`config.mk`:
```
export PLATFORM = sky130hd
export DESIGN_NAME = ascii2scancode_flat
export DESIGN_NICKNAME = d
export VERILOG_FILES = /design/src/rtl/ascii2scancode_pkg.sv /design/src/rtl/ascii2scancode_if.sv /design/src/rtl/ascii2scancode_lut.sv /design/src/rtl/ascii2scancode.sv /design/src/flat_wrapper.sv
export SDC_FILE = /design/constraint.sdc
export NUM_CORES = 1
export LEC_CHECK = 0
export CAP_MARGIN = 20
export CORE_ASPECT_RATIO = 1.5
export CORE_UTILIZATION = 40
export CTS_BUF_LIST = sky130_fd_sc_hd__clkbuf_4
export CTS_CLUSTER_SIZE = 16
export DETAILED_ROUTE_END_ITERATION = 8
export SLEW_MARGIN = 15
export SYNTH_ARGS = -nofsm -noshare
export SYNTH_HDL_FRONTEND = slang
export SYNTH_SLANG_ARGS = --single-unit
```
`constraint.sdc`:
```
create_clock -name clk -period 1.8 [get_ports clk]
set_input_delay 0.27 -clock clk [delete_from_list [all_inputs] [get_ports clk]]
set_output_delay 0.27 -clock clk [all_outputs]
set_load 0.05 [all_outputs]
```
`src/rtl/ascii2scancode_pkg.sv`:
```
// Shared types for the ASCII-to-PS/2 set-2 typer: break/shift bytes, FSM states,
// lookup result struct and table helpers.
package kb_pkg;
    localparam logic [7:0] SC_BREAK_DEF  = 8'hF0;
    localparam logic [7:0] SC_LSHIFT_DEF = 8'h12;

    typedef enum logic [2:0] {
        IDLE, SH_MAKE, MAKE, BRK_PFX, BRK, SH_BRK_PFX, SH_BRK
    } state_t;

    typedef struct packed {
        logic       supported;
        logic       shift;
        logic [7:0] make;
    } lut_t;

    function automatic lut_t mk(input logic shift, input logic [7:0] code);
        lut_t r;
        r.supported = 1'b1;
        r.shift     = shift;
        r.make      = code;
        return r;
    endfunction

    // Index is the low five ASCII bits, so 'a' and 'A' both map to 1.
    function automatic logic [7:0] letter_make(input logic [4:0] idx);
        case (idx)
            5'd1:  return 8'h1C;  5'd2:  return 8'h32;  5'd3:  return 8'h21;
            5'd4:  return 8'h23;  5'd5:  return 8'h24;  5'd6:  return 8'h2B;
            5'd7:  return 8'h34;  5'd8:  return 8'h33;  5'd9:  return 8'h43;
            5'd10: return 8'h3B;  5'd11: return 8'h42;  5'd12: return 8'h4B;
            5'd13: return 8'h3A;  5'd14: return 8'h31;  5'd15: return 8'h44;
            5'd16: return 8'h4D;  5'd17: return 8'h15;  5'd18: return 8'h2D;
            5'd19: return 8'h1B;  5'd20: return 8'h2C;  5'd21: return 8'h3C;
            5'd22: return 8'h2A;  5'd23: return 8'h1D;  5'd24: return 8'h22;
            5'd25: return 8'h35;  5'd26: return 8'h1A;
            default: return 8'h00;
        endcase
    endfunction
endpackage

```
`src/rtl/ascii2scancode_if.sv`:
```
// Character-in / scancode-out handshake bundle.
interface ascii2scancode_if;
    logic [7:0] i_ascii;
    logic       i_valid;
    logic       o_ready;
    logic [7:0] o_scancode;
    logic       o_valid;
    logic       i_ready;
    logic       o_err;

    modport slave  (input  i_ascii, i_valid, i_ready, output o_ready, o_scancode, o_valid, o_err);
    modport master (output i_ascii, i_valid, i_ready, input  o_ready, o_scancode, o_valid, o_err);
endinterface

```
`src/rtl/ascii2scancode_lut.sv`:
```
// Combinational ASCII -> {supported, shift, make} lookup for the JP set-2 layout.
module ascii2scancode_lut
    import kb_pkg::*;
(
    input  logic [7:0] i_ascii,
    output lut_t       o_lut
);
    always_comb begin
        o_lut = '0;
        if (i_ascii >= 8'h61 && i_ascii <= 8'h7A)
            o_lut = mk(1'b0, letter_make(i_ascii[4:0]));
        else if (i_ascii >= 8'h41 && i_ascii <= 8'h5A)
            o_lut = mk(1'b1, letter_make(i_ascii[4:0]));
        else begin
            case (i_ascii)
                8'h31: o_lut = mk(1'b0, 8'h16);  8'h21: o_lut = mk(1'b1, 8'h16);
                8'h32: o_lut = mk(1'b0, 8'h1E);  8'h22: o_lut = mk(1'b1, 8'h1E);
                8'h33: o_lut = mk(1'b0, 8'h26);  8'h23: o_lut = mk(1'b1, 8'h26);
                8'h34: o_lut = mk(1'b0, 8'h25);  8'h24: o_lut = mk(1'b1, 8'h25);
                8'h35: o_lut = mk(1'b0, 8'h2E);  8'h25: o_lut = mk(1'b1, 8'h2E);
                8'h36: o_lut = mk(1'b0, 8'h36);  8'h26: o_lut = mk(1'b1, 8'h36);
                8'h37: o_lut = mk(1'b0, 8'h3D);  8'h27: o_lut = mk(1'b1, 8'h3D);
                8'h38: o_lut = mk(1'b0, 8'h3E);  8'h28: o_lut = mk(1'b1, 8'h3E);
                8'h39: o_lut = mk(1'b0, 8'h46);  8'h29: o_lut = mk(1'b1, 8'h46);
                8'h30: o_lut = mk(1'b0, 8'h45);
                // JP symbol pairs: unshifted left, shifted right
                8'h2D: o_lut = mk(1'b0, 8'h4E);  8'h3D: o_lut = mk(1'b1, 8'h4E);
                8'h5E: o_lut = mk(1'b0, 8'h55);  8'h7E: o_lut = mk(1'b1, 8'h55);
                8'h5C: o_lut = mk(1'b0, 8'h6A);  8'h7C: o_lut = mk(1'b1, 8'h6A);
                8'h40: o_lut = mk(1'b0, 8'h54);  8'h60: o_lut = mk(1'b1, 8'h54);
                8'h5B: o_lut = mk(1'b0, 8'h5B);  8'h7B: o_lut = mk(1'b1, 8'h5B);
                8'h3B: o_lut = mk(1'b0, 8'h4C);  8'h2B: o_lut = mk(1'b1, 8'h4C);
                8'h3A: o_lut = mk(1'b0, 8'h52);  8'h2A: o_lut = mk(1'b1, 8'h52);
                8'h5D: o_lut = mk(1'b0, 8'h5D);  8'h7D: o_lut = mk(1'b1, 8'h5D);
                8'h2C: o_lut = mk(1'b0, 8'h41);  8'h3C: o_lut = mk(1'b1, 8'h41);
                8'h2E: o_lut = mk(1'b0, 8'h49);  8'h3E: o_lut = mk(1'b1, 8'h49);
                8'h2F: o_lut = mk(1'b0, 8'h4A);  8'h3F: o_lut = mk(1'b1, 8'h4A);
                8'h5F: o_lut = mk(1'b1, 8'h51);
                8'h08: o_lut = mk(1'b0, 8'h66);  8'h0D: o_lut = mk(1'b0, 8'h5A);
                8'h20: o_lut = mk(1'b0, 8'h29);  8'h1B: o_lut = mk(1'b0, 8'h76);
                default: o_lut = '0;
            endcase
        end
    end
endmodule

```
`src/rtl/ascii2scancode.sv`:
```
// Types one ASCII character as a PS/2 set-2 make/break byte stream, wrapping
// shifted characters in left-shift make/break.
module ascii2scancode
    import kb_pkg::*;
#(
    parameter logic [7:0] SC_BREAK  = SC_BREAK_DEF,
    parameter logic [7:0] SC_LSHIFT = SC_LSHIFT_DEF
) (
    input logic              clk,
    input logic              i_rst_n,
    ascii2scancode_if.slave  bus
);
    state_t     state, state_nxt;
    lut_t       lut;
    logic       rdy_en, shift_q, err_q, vld_q;
    logic [7:0] make_q, make_sel, sc_q, sc_nxt;
    logic       accept, adv;

    ascii2scancode_lut u_lut (.i_ascii(bus.i_ascii), .o_lut(lut));

    // rdy_en keeps o_ready low during reset and for the first edge after release
    assign bus.o_ready    = rdy_en && (state == IDLE);
    assign bus.o_valid    = vld_q;
    assign bus.o_scancode = sc_q;
    assign bus.o_err      = err_q;

    assign accept   = bus.i_valid && bus.o_ready;
    assign adv      = vld_q && bus.i_ready;
    assign make_sel = accept ? lut.make : make_q;

    always_comb begin
        state_nxt = state;
        case (state)
            IDLE:       if (accept && lut.supported) state_nxt = lut.shift ? SH_MAKE : MAKE;
            SH_MAKE:    if (adv) state_nxt = MAKE;
            MAKE:       if (adv) state_nxt = BRK_PFX;
            BRK_PFX:    if (adv) state_nxt = BRK;
            BRK:        if (adv) state_nxt = shift_q ? SH_BRK_PFX : IDLE;
            SH_BRK_PFX: if (adv) state_nxt = SH_BRK;
            SH_BRK:     if (adv) state_nxt = IDLE;
            default:    state_nxt = IDLE;
        endcase

        // Output byte follows the state being entered so o_scancode is a plain register
        sc_nxt = 8'h00;
        case (state_nxt)
            SH_MAKE, SH_BRK:     sc_nxt = SC_LSHIFT;
            MAKE, BRK:           sc_nxt = make_sel;
            BRK_PFX, SH_BRK_PFX: sc_nxt = SC_BREAK;
            default:             sc_nxt = 8'h00;
        endcase
    end

    always_ff @(posedge clk or negedge i_rst_n) begin
        if (!i_rst_n) begin
            state   <= IDLE;
            vld_q   <= 1'b0;
            sc_q    <= 8'h00;
            err_q   <= 1'b0;
            rdy_en  <= 1'b0;
            shift_q <= 1'b0;
            make_q  <= 8'h00;
        end else begin
            state  <= state_nxt;
            vld_q  <= (state_nxt != IDLE);
            sc_q   <= sc_nxt;
            err_q  <= accept && !lut.supported;
            rdy_en <= 1'b1;
            if (accept) begin
                shift_q <= lut.shift;
                make_q  <= lut.make;
            end
        end
    end
endmodule

```
`src/flat_wrapper.sv`:
```
// flat-port wrapper written by rule: the top's interface ports become plain ports
module ascii2scancode_flat import kb_pkg::*;
#(
    parameter logic [7:0] SC_BREAK  = SC_BREAK_DEF,
    parameter logic [7:0] SC_LSHIFT = SC_LSHIFT_DEF
)
  (clk, i_rst_n, bus_i_ascii, bus_i_valid, bus_i_ready, bus_o_ready, bus_o_scancode, bus_o_valid, bus_o_err);
  ascii2scancode_if bus_i ();
  input logic clk;
  input logic i_rst_n;
  input wire logic [$bits(bus_i.i_ascii)-1:0] bus_i_ascii;
  input wire logic [$bits(bus_i.i_valid)-1:0] bus_i_valid;
  input wire logic [$bits(bus_i.i_ready)-1:0] bus_i_ready;
  output wire logic [$bits(bus_i.o_ready)-1:0] bus_o_ready;
  output wire logic [$bits(bus_i.o_scancode)-1:0] bus_o_scancode;
  output wire logic [$bits(bus_i.o_valid)-1:0] bus_o_valid;
  output wire logic [$bits(bus_i.o_err)-1:0] bus_o_err;
  assign bus_i.i_ascii = bus_i_ascii;
  assign bus_i.i_valid = bus_i_valid;
  assign bus_i.i_ready = bus_i_ready;
  assign bus_o_ready = bus_i.o_ready;
  assign bus_o_scancode = bus_i.o_scancode;
  assign bus_o_valid = bus_i.o_valid;
  assign bus_o_err = bus_i.o_err;
  ascii2scancode #(.SC_BREAK(SC_BREAK), .SC_LSHIFT(SC_LSHIFT)) u_core (.clk(clk), .i_rst_n(i_rst_n), .bus(bus_i));
endmodule
```
# Word-level counts from Yosys, hierarchy flattened
# Memories as Yosys holds them, arrays and structs flattened.
# Index checks and enable logic that the tools add are counted.
# word_totals
reg_bits	23
rom_bits	1600
input_bits	12
output_inout_bits	11
wordCells	54
mem_count	3
# op_classes
magnitude_cmp	4
eq_ne	12
n_mux	15
n_reduce_logical	13
# memory_table
name	depth	width	read_ports	rd_ports_with_merged_regs	wr	line	rtl
(no name shown)	128	9	1	0	0	ascii2scancode_lut.sv:15	case (i_ascii)
(no name shown)	32	7	1	0	0	ascii2scancode_pkg.sv:27	case (idx)
(no name shown)	32	7	1	0	0	ascii2scancode_pkg.sv:27	
# ops
cell	n
10-bit 2-to-1 mux	3
3-bit 2-to-1 mux	8
8-bit case mux with 3 select lines	1
3-bit case mux with 7 select lines	1
3-bit equality test (second input constant)	6
8-bit by 7-bit >= comparator with 1-bit output (second input constant)	2
8-bit by 7-bit <= comparator with 1-bit output (second input constant)	2
3-bit by 2-bit equality test with 1-bit output (second input constant)	4
8-bit 2-to-1 mux	1
1-bit logical AND	7
3-bit by 1-bit equality test with 1-bit output (second input constant)	2
2-bit OR reduction	3
3-bit zero test	1
3-bit nonzero test	1
2-bit 2-to-1 mux	1
1-bit zero test	1

# Logic depth before layout (Yosys ltp)
# depth
depth_word	10
depth_mapped	10
ltp_nobuf	8

# Hierarchy
# Synthesis repeated with hierarchy kept, for this count alone.
# hier_totals
hier_cells	267
area_unflattened_um2	2243.4
# modules_own_cells
mod	instances	cells_per_inst	area_per_inst_um2	seq_area_each_um2
ascii2scancode_lut	1	173	1137.3	0.0
ascii2scancode	1	94	1106.1	575.6

# Worst setup path before layout
# OpenSTA, ideal clock, no wires.
# synth_path
path_type	reg2reg
startpoint	reg u_core.state[1]
endpoint	reg u_core.sc_q[0], in the netlist u_core.bus.o_scancode[0]
setup_ns	0.087
t_arrival_ns	2.724
required_time_ns	1.713
path_slack_ns	-1.011
path_stages_with_launch	8
path_buffers	2
period_less_slack_ns	2.811
cell_sequence	dfrtp_1 > clkbuf_1 > nor4b_2 > and2_1 > buf_2 > a211oi_2 > a2111o_1 > a211oi_2
# synth_via
elab_chain_len	9
word_cells_on_any_way	29
classes_between	eq/ne (12); mux (10); reduce/logical (7)
# synth_rtl
item	line	rtl
start: declaration	ascii2scancode.sv:13	state_t state, state_nxt;
start signal: assignment	ascii2scancode.sv:64	state <= state_nxt;
3-bit zero test *	ascii2scancode.sv:22	assign bus.o_ready = rdy_en && (state == IDLE);
1-bit logical AND *	ascii2scancode.sv:22	
named net bus_o_ready	flat_wrapper.sv:14	output wire logic [$bits(bus_i.o_ready)-1:0] bus_o_ready;
1-bit logical AND *	ascii2scancode.sv:27	assign accept = bus.i_valid && bus.o_ready;
1-bit logical AND	ascii2scancode.sv:34	IDLE: if (accept && lut.supported) state_nxt = lut.shift ? SH_MAKE : MAKE;
3-bit 2-to-1 mux	ascii2scancode.sv:34	
3-bit case mux with 7 select lines	ascii2scancode.sv:33	case (state)
3-bit by 2-bit equality test with 1-bit output, or another cell as far along	ascii2scancode.sv:46	case (state_nxt)
2-bit OR reduction	ascii2scancode.sv:46	
8-bit case mux with 3 select lines *	ascii2scancode.sv:46	
named net u_core.sc_nxt[0]	ascii2scancode.sv:16	logic [7:0] make_q, make_sel, sc_q, sc_nxt;
end signal: assignment	ascii2scancode.sv:66	sc_q <= sc_nxt;
end: declaration	ascii2scancode.sv:16	
# Mark *: on every way through the listed nets, which the timed path passes. The rest lies on a longest branch.
# A chain may end at the register's enable or synchronous reset.

# Worst setup path after layout
# layout_path
startpoint	in bus_i_ascii[0]
endpoint	reg u_core.sc_q[1], in the netlist u_core.bus.o_scancode[1]
# layout_via
elab_chain_len	10
word_cells_on_any_way	27
classes_between	order compare (4); eq/ne (6); mux (8); reduce/logical (6); memory (3)
# layout_rtl
item	line	rtl
start: declaration	flat_wrapper.sv:11	input wire logic [$bits(bus_i.i_ascii)-1:0] bus_i_ascii;
memory 128 x 9 bit, or another cell as far along	-	
10-bit 2-to-1 mux or 1-bit logical AND (tied branches)	ascii2scancode_lut.sv:15, ascii2scancode_lut.sv:12	
10-bit 2-to-1 mux	ascii2scancode_lut.sv:12	else if (i_ascii >= 8'h41 && i_ascii <= 8'h5A)
10-bit 2-to-1 mux *	ascii2scancode_lut.sv:10	if (i_ascii >= 8'h61 && i_ascii <= 8'h7A)
2-bit 2-to-1 mux or 1-bit logical AND (tied branches)	ascii2scancode.sv:34	
3-bit 2-to-1 mux	ascii2scancode.sv:34	
3-bit case mux with 7 select lines	ascii2scancode.sv:33	
3-bit by 2-bit equality test with 1-bit output, or another cell as far along	ascii2scancode.sv:46	
2-bit OR reduction	ascii2scancode.sv:46	
8-bit case mux with 3 select lines *	ascii2scancode.sv:46	
named net u_core.sc_nxt[1]	ascii2scancode.sv:16	
# Marked as above.

==> out/metrics.yaml <==
run_status:
  status: "finished with violations"
  violations: "DRC, setup timing"
synth:
  synthArstFlopShare: 1.00
  avgSynthCellArea_um2: 8.09
  synth.top_cell.area_share: 0.271
  yosysTopAreaCell: "dfrtp_1"
  synth_area_leaders: "dfrtp_1, ha_1, nand2_1"
  synth.net_count: 284
  ys_seq_area_frac: 0.271
  synthCells: 262
  ys_types: 51
  netlist_area_um2: 2120
  ys_ff_latch: 23
  synth_edf_count: 0
  yosys_warnings: 0
  yosys_most_used_dff: "dfrtp_1"
cts:
  cts_root_buf: "clkbuf_4"
  clk_pin_slew_ns: 0.13
  cts_sinks: 23
  h-tree-depth: 1
  numCtsBuffers: 3
  clk_latency_ns: 0.31
  cts_tree: "done"
  hold_buffers: 0
  clock_path_buffers: 2
grt:
  grtUsageTotal: 0.251
  antenna_found_initial: 0
  grt_pass1_vias: 2275
  globalRouteOverflowTotal: 0
  grt_max_degree: 24
  grt_pass1_wl_mm: 10.6
detailed_routing:
  wl_mm: 6.80
  drc: 1
  wl_per_cell_um: 16.0
  route.vias.total: 2353
  ant_nets: 0
  firstDrtPassIters: 7
  vias_per_cell: 5.52
  drtIter0Drc: 114
pwr:
  p_per_area_nw_per_um2: 915
  leakage_nw: 1.46
  ir_worst_vdd_mv: 0.385
floorplan:
  die_w_um: 61.5
  start_util: 0.414
  io_pins: 23
  dieHeight_um: 91.2
  num_rows: 32
  dieArea_um2: 5600
  core_area_um2: 5120
finish:
  final_layout_size_suffix_gt1_frac: 0.422
  diodes: 0
  n_fill_cell: 467
  layout.nets: 381
  fin_util: 0.650
  final_area_um2: 3330
  most-common-layout-cells: "buf_4, nand2_1, dfrtp_1"
  areaGrowthSynthToFinish_pct: 57.0
  final_common_cell: "buf_4"
setup_path:
  critPathLaunchType: "input pin"
  cp_slowest_stage_delay_ns: 0.34
  r2r_slack_ns: -0.14
  crit_path_end_kind: "register"
  cp.arrival_ns: 2.22
  slowest_stage: "a211o_1"
  path_max_fanout: 4
  cp_cell_sequence: "buf_8 -> clkinvlp_4 -> buf_6 -> ha_4 -> o2bb2ai_4 -> a211o_1 -> a221oi_2 -> a32oi_2 -> o21a_1 -> o311ai_2"
  required_ns: 2.00
  path_buf_inv: 3
  critPathTopFamily: "compound AO/OA/AOI/OAI gates"
  crit_type: "in -> reg"
sta:
  finalMaxSlewViolations: 0
  fin_ws_ns: -0.215
  max_freq_ghz: 0.496
  fin_skew_ns: 0.00635
  fin_hold_ws_ns: 0.299
  layout_worst_path_cycle_share: 1.12
  setup_viol: 13
  hold_viol_final: 0
  post-route-min-period_ns: 2.01
  rsz0062_at_grt: "true"
run:
  drv_cap: 0
place:
  io_buffers: 22
  routabilityCongestion: 0.913
  place_area_um2: 3000
  dp_hpwl_mm: 5.39
min_path:
  hold_path_class: "in -> async"
-- cell families (layout without fill, tap and decap cells) --
| group | Yosys count | after routing | share of synthesized area |
|---|---|---|---|
| buf+inv | 39 | 135 | 0.0767 |
| simple gates | 86 | 86 | 0.204 |
| fa+ha+maj | 10 | 10 | 0.0590 |
| compound gates | 93 | 93 | 0.327 |
| mux | 10 | 10 | 0.0602 |
| other cells | 1 | 1 | 0.00177 |
| flops | 23 | 23 | 0.271 |
-- routing by layer --
metal	vias up	GRT usage	share of wire
li1	1167	-	-
met1	1107	0.268	0.37
met2	61	0.458	0.57
met3	18	0.0171	0.026
met4	0	0.137	0.035
met5	-	0	0
-- final cells by class --
type	instances	area (µm²)	area share
Clock inverter	1	7.51	0.00225
Clock buffer	3	22.5	0.00676
Tap cell	68	85.1	0.0255
Sequential cell	23	576	0.173
Inverter	17	70.1	0.0210
Timing Repair Buffer	114	938	0.282
Multi-Input combinational cell	200	1630	0.490
-- power by group --
part           switching [mW]  internal (mW)
clock network           0.156         0.0846
registers              0.0903          0.712
logic                    1.11          0.891
total                    1.36           1.69
-- path summary, 6_finish.rpt --
check	from	end	cells after the start
worst min register to register	u_core.make_q[7]	u_core.make_q[7]	2
max in group asynchronous	i_rst_n	u_core.make_q[5]	2
min in group clk	u_core.make_q[7]	u_core.make_q[7]	2
worst max register to register	u_core.state[0]	u_core.bus.o_scancode[0]	6
worst max-delay path	bus_i_ascii[0]	u_core.bus.o_scancode[1]	10
worst min-delay path	i_rst_n	u_core.bus.o_valid	2
-- Yosys cell counts (2+ instances only) --
library cell,count
a22oi_1,4
nor2_1,16
mux4_2,2
nor3_1,4
ha_1,10
o22ai_1,2
o2bb2ai_1,2
nand2_1,26
and2_1,3
buf_2,7
clkbuf_1,14
o31ai_1,5
and3_1,2
a211o_1,2
a311o_1,4
a211oi_1,5
mux2_2,2
a31oi_1,9
a221oi_1,4
nand2b_1,13
dfrtp_1,23
nand3_1,7
a41oi_1,2
mux2i_1,6
o21ai_1,3
nor2b_1,10
o211ai_1,5
a2111o_1,2
o21ai_0,15
inv_1,16
a311oi_1,4
nand4_1,2
o2111ai_1,2
a211oi_2,3
o21a_1,2
a21oi_1,9
-- per-stage QoR --
step	setup TNS [ns]	power, mW	std cells	worst slack, ns
finish	-1.59	3.05	426	-0.215
global route	-2.85	3.24	426	-0.315
CTS	-2.06	2.97	426	-0.268
detailed placement	-16.88	2.64	413	-1.23
global placement	-16.56	2.61	413	-1.19
floorplan	-4.96	1.89	262	-0.538
-- state kept, by name, summed over array words and instances, names as in the netlist --
name                   cells
u_core.bus.o_valid         1
u_core.shift_q             1
u_core.bus.o_err           1
u_core.bus.o_scancode      8
u_core.state               3
u_core.make_q              8
u_core.rdy_en              1
-- worst register-to-register path, delay by kind of cell, from the launching register on --
kind / cells / cell delay (ns)
AOI/OAI and AO/OA: 3 / 0.74
DFF: 1 / 0.47
and+or+nand+nor: 3 / 0.65
-- timing repair --
action,in CTS,in global routing
pin swaps,19,23
setup endpoints to repair,21,19
gates resized for setup,40,28
cloned,0,0
setup buffers,9,4
(Power assumes the default switching activity.)
